==> config.mk <==
export PLATFORM = sky130hd
export DESIGN_NAME = pipe_stage_reg
export DESIGN_NICKNAME = d
export VERILOG_FILES = /design/src/rtl/pipe_pkg.sv /design/src/rtl/pipe_stage_reg.sv
export SDC_FILE = /design/constraint.sdc
export NUM_CORES = 1
export LEC_CHECK = 0
export CAP_MARGIN = 20
export CORE_MARGIN = 4
export CORE_UTILIZATION = 49
export CTS_BUF_LIST = sky130_fd_sc_hd__clkbuf_16
export DETAILED_ROUTE_END_ITERATION = 8
export GPL_ROUTABILITY_DRIVEN = 0
export PLACE_DENSITY = 0.77
export SLEW_MARGIN = 20
export SYNTH_ARGS = -nofsm -noshare
export SYNTH_HDL_FRONTEND = slang
export SYNTH_SLANG_ARGS = --single-unit
==> constraint.sdc <==
create_clock -name clk -period 1.9 [get_ports clk]
set_input_delay 0.38 -clock clk [delete_from_list [all_inputs] [get_ports clk]]
set_output_delay 0.38 -clock clk [all_outputs]
set_load 0.02 [all_outputs]
==> src/rtl/pipe_pkg.sv <==
`default_nettype none
// ============================================================================
// Module      : pipe_pkg
// Description : Shared definitions for pipeline stage registers (IF/ID, ID/EX,
//               EX/MEM, MEM/WB): occupancy state encoding and default widths.
// Revision    : 1.0 - initial release
// ============================================================================
package pipe_pkg;

    // Default control bundle width: ALU select, WB, mem-write, load, extend.
    localparam int unsigned c_ctrl_w_dflt = 8;
    // Default payload width: operands, store data, register indices.
    localparam int unsigned c_data_w_dflt = 111;
    // Width of the bubble statistics counter.
    localparam int unsigned c_bubble_w    = 16;

    // Stage occupancy: no beat, main slot only, main plus skid slot.
    typedef enum logic [1:0] {
        EMPTY = 2'd0,
        ONE   = 2'd1,
        FULL  = 2'd2
    } pipe_state_e;

endpackage : pipe_pkg
`default_nettype wire

==> src/rtl/pipe_stage_reg.sv <==
`default_nettype none
// ============================================================================
// Module      : pipe_stage_reg
// Description : Valid/ready pipeline stage register with optional two-entry
//               skid buffer, flush, and a saturating bubble counter. The
//               control bundle is masked to zero whenever no beat is held.
// Revision    : 1.0 - initial release
// ============================================================================
module pipe_stage_reg
    import pipe_pkg::*;
#(
    parameter int unsigned CTRL_W = c_ctrl_w_dflt,
    parameter int unsigned DATA_W = c_data_w_dflt,
    parameter int unsigned SKID   = 1
) (
    input  logic                  clk,
    input  logic                  rst_n,
    input  logic                  in_valid,
    output logic                  in_ready,
    input  logic [CTRL_W-1:0]     in_ctrl,
    input  logic [DATA_W-1:0]     in_data,
    input  logic                  flush,
    output logic                  out_valid,
    input  logic                  out_ready,
    output logic [CTRL_W-1:0]     out_ctrl,
    output logic [DATA_W-1:0]     out_data,
    output logic [c_bubble_w-1:0] bubble_cnt
);

    localparam logic c_skid_en = (SKID != 0);
    localparam logic [c_bubble_w-1:0] c_bubble_max = '1;

    pipe_state_e          r_state;
    pipe_state_e          w_state_nxt;
    logic [CTRL_W-1:0]    r_main_ctrl;
    logic [DATA_W-1:0]    r_main_data;
    logic [CTRL_W-1:0]    r_skid_ctrl;
    logic [DATA_W-1:0]    r_skid_data;
    logic [c_bubble_w-1:0] r_bubble_cnt;

    logic w_out_valid;
    logic w_in_ready;
    logic w_accept;
    logic w_consume;
    logic w_load_main_in;
    logic w_load_main_skid;
    logic w_load_skid;

    assign w_out_valid = (r_state != EMPTY);
    assign w_accept    = in_valid & w_in_ready & ~flush;
    assign w_consume   = w_out_valid & out_ready;

    // Next occupancy state and slot load enables; flush overrides everything.
    always_comb begin
        w_state_nxt      = r_state;
        w_load_main_in   = 1'b0;
        w_load_main_skid = 1'b0;
        w_load_skid      = 1'b0;
        if (flush) begin
            w_state_nxt = EMPTY;
        end else begin
            case (r_state)
                EMPTY: begin
                    if (w_accept) begin
                        w_state_nxt    = ONE;
                        w_load_main_in = 1'b1;
                    end
                end
                ONE: begin
                    if (w_accept && w_consume) begin
                        w_load_main_in = 1'b1;
                    end else if (w_consume) begin
                        w_state_nxt = EMPTY;
                    end else if (w_accept && c_skid_en) begin
                        // Downstream stalled: park the new beat behind the held one.
                        w_state_nxt = FULL;
                        w_load_skid = 1'b1;
                    end
                end
                FULL: begin
                    if (w_consume) begin
                        w_state_nxt      = ONE;
                        w_load_main_skid = 1'b1;
                    end
                end
                default: begin
                    w_state_nxt = EMPTY;
                end
            endcase
        end
    end

    // Occupancy state register.
    always_ff @(posedge clk or negedge rst_n) begin
        if (!rst_n) begin
            r_state <= EMPTY;
        end else begin
            r_state <= w_state_nxt;
        end
    end

    // Main slot: loads from the input or from the skid slot, never on flush.
    always_ff @(posedge clk or negedge rst_n) begin
        if (!rst_n) begin
            r_main_ctrl <= '0;
            r_main_data <= '0;
        end else if (w_load_main_in) begin
            r_main_ctrl <= in_ctrl;
            r_main_data <= in_data;
        end else if (w_load_main_skid) begin
            r_main_ctrl <= r_skid_ctrl;
            r_main_data <= r_skid_data;
        end
    end

    // Skid slot: captures a beat accepted while the main slot is stalled.
    always_ff @(posedge clk or negedge rst_n) begin
        if (!rst_n) begin
            r_skid_ctrl <= '0;
            r_skid_data <= '0;
        end else if (w_load_skid) begin
            r_skid_ctrl <= in_ctrl;
            r_skid_data <= in_data;
        end
    end

    // Saturating count of cycles with no beat presented downstream.
    always_ff @(posedge clk or negedge rst_n) begin
        if (!rst_n) begin
            r_bubble_cnt <= '0;
        end else if (!w_out_valid && (r_bubble_cnt != c_bubble_max)) begin
            r_bubble_cnt <= r_bubble_cnt + 1'b1;
        end
    end

    generate
        if (SKID != 0) begin : g_skid_ready
            logic r_in_ready;

            // Registered ready breaks the out_ready -> in_ready timing path.
            always_ff @(posedge clk or negedge rst_n) begin
                if (!rst_n) begin
                    r_in_ready <= 1'b1;
                end else begin
                    r_in_ready <= (w_state_nxt != FULL);
                end
            end

            assign w_in_ready = r_in_ready;
        end else begin : g_comb_ready
            assign w_in_ready = ~w_out_valid | out_ready;
        end
    endgenerate

    assign in_ready   = w_in_ready;
    assign out_valid  = w_out_valid;
    assign out_ctrl   = w_out_valid ? r_main_ctrl : '0;
    assign out_data   = r_main_data;
    assign bubble_cnt = r_bubble_cnt;

endmodule : pipe_stage_reg
`default_nettype wire

==> results.ini <==
[worst_setup_path]
max_stage_delay_ns = 0.61
required_ns = 1.52
crit_path_start_kind = flip-flop
crit_slowest_cell = clkdlybuf4s50_1
critPathCaptureType = output port
path_max_fanout = 2
critical_path_arrival_ns = 1.50
cp_num_buf_inv = 1
path_cells = clkdlybuf4s50_1
criticalPathCategory = reg -> out
crit_family = buffers and inverters

[yosys]
yosysWarningCount = 0
synth_edf_count = 0
synth-seq-cells = 257
syn-num-nets = 866
netlist_instances = 741
synth_ff_type = dfrtp_1
yosysSeqAreaShare_pct = 61.1
synthArstFlopShare_pct = 100
synth_cell_types = 35
synth_area_per_cell_um2 = 14.2
syn_area_um2 = 10500

[cells_and_area]
register_area_um2 = 6430
syn2layout_area_growth_pct = 39.5
final_common_cell = dfrtp_1
nets = 1151
postLayoutCellArea_um2 = 14700
fillers = 1543
drive_above_1_share_pct = 21.6
multiInputGateArea_um2 = 3830
final_cell_mix = dfrtp_1 (256), clkdlybuf4s50_1 (149), a22o_1 (119), a21o_1 (119), mux2_2 (119)

[status]
status = finished, final reports clean

[floorplan]
core-area_um2 = 21100
die_w_um = 155
die_h_um = 155
std_cell_rows = 53
start_util_pct = 49.9
die-area_um2 = 23900
ios = 261

[timing]
worst_slack_ns = 0.0199
min_period_ns = 1.88
final.period_utilization_pct = 99.0
max_freq_mhz = 532
tightest_slew_ns = 0.481
holdWs_ns = 0.361
relSlewSlack_pct = 67.8
fin_skew_ns = 0.0120
setup_viol = 0
finalHoldViolCount = 0
slew_violations = 0
rsz0062_at_grt = true
tns_ns = 0

[power]
clkPwrFrac_pct = 30.1
vdd_drop_max_uv = 672
sw_frac_of_total_pct = 27.9
internal_power_uw = 11700
combPwrFrac_pct = 23.2
power_frac_seq_pct = 46.7
p_switching_uw = 4510
leakage_uw = 0.00786
power_density_nw_per_um2 = 1100

[global_route]
grt_overflow_total = 0
antenna_found_initial = 0
grt_pass1_wl_um = 40200
grt_usage_pct = 20.6
grt_max_degree = 58
grt_pass1_vias = 7559

[drt]
first_pass_iters = 4
wl_per_cell_um = 19.2
wl_um = 25200
ant_nets = 0
drc = 0
vias_per_cell = 5.48
drt-initial-drc-count = 275
num_vias = 7206

[cts]
h-tree-depth = 1
clk_path_buf_depth = 3
cts_tree = yes
clk_latency_ns = 0.52
cts_made_buffers = 27
root_buffer = clkbuf_16
clkSlewWorstSetupHoldPaths_ns = 0.06
cts_sinks = 257

[placed_design]
placed_area_um2 = 13800
port_buffers = 260
dpl.hpwl_um = 17100
preCtsSetupSlack_ns = -0.236

[worst_hold_path]
hold_class = in -> async

[flow_run]
maxCapViolCount = 0

[synth_stat cells, types with 2 or more instances]
cell / count / share of area, %
a21oi_1: 2 / 0.095
inv_1: 2 / 0.071
nand4_1: 7 / 0.42
xor2_1: 5 / 0.42
buf_2: 46 / 2.2
buf_4: 5 / 0.36
dfrtp_1: 256 / 61
xnor2_1: 10 / 0.83
mux2i_1: 2 / 0.19
a21o_1: 119 / 8.5
nor3_1: 4 / 0.19
and3_1: 2 / 0.12
mux2_2: 119 / 13
and2_1: 8 / 0.48
nand2_1: 11 / 0.39
nor2_1: 6 / 0.21
a22o_1: 119 / 9.9
[state kept, by name (all words and copies together), names as in the netlist]
signal	flops
bubble_cnt	16
in_ready	1
out_data	111
r_main_ctrl	8
r_skid_ctrl	8
r_skid_data	111
r_state	2
[power by group through the flow]
| stage | Clock (µW) | Combinational [µW] | Sequential (µW) |
|---|---|---|---|
| after floorplan | 0 | 1470 | 8100 |
| after global placement | 0 | 3870 | 7570 |
| after detailed placement | 0 | 3980 | 7640 |
| after CTS | 4990 | 3840 | 7550 |
| after global routing | 5220 | 4040 | 7710 |
| final | 4870 | 3750 | 7550 |
[area by class of cell]
class,instances,area share (%)
timing repair buffer,308,22.1
inverter,2,0.0682
tap,275,2.34
multi-input combinational,430,26.1
sequential,257,43.8
clock inverter,16,0.895
antenna,1,0.0171
clock buffer,27,4.60
[metrics by stage]
step / instances / total power [µW] / utilization, %
after floorplan: 741 / 9570 / -
after global placement: 1269 / 11400 / 65.5
after detailed placement: 1269 / 11600 / 65.5
after CTS: 1314 / 16400 / 69.0
after global routing: 1315 / 17000 / 69.6
final: 1316 / 16200 / 69.6
[timing repair]
action	in CTS	in global routing
pin swaps	1	1
gates resized for setup	93	51
hold buffers	1	0
endpoints found under the setup margin	61	57
setup buffers	1	1
hold endpoints to repair	39	0
[final timing paths]
path,end,startpoint,cells past startpoint,slack (ns)
max in group asynchronous,out_data[39],rst_n,3,0.90
max reg2reg,out_data[29],in_ready,6,0.07
min in group clk,r_main_ctrl[3],r_main_ctrl[3],1,0.47
min reg2reg,r_main_ctrl[3],r_main_ctrl[3],1,0.47
max,out_data[29],out_data[29],1,0.02
min,bubble_cnt[9],rst_n,2,0.36
[cells by family after synthesis]
group | after synthesis | synth area share [%]
simple gates | 48 | 2.82
mux | 121 | 12.9
buf+inv | 54 | 2.65
compound gates | 245 | 19.1
xor+xnor | 15 | 1.25
fa+ha+maj | 1 | 0.119
flops | 257 | 61.1
[routing by layer]
layer  track usage (%)  share of wire (%)  vias to the layer above
met5                 0                  0                        -
met4              5.68                2.3                        0
met3              4.87                6.7                       42
met2              34.5                 50                      191
met1              27.2                 41                     3651
li1                  -                  -                     3322
No activity file was read; power rests on OpenSTA's default activity.
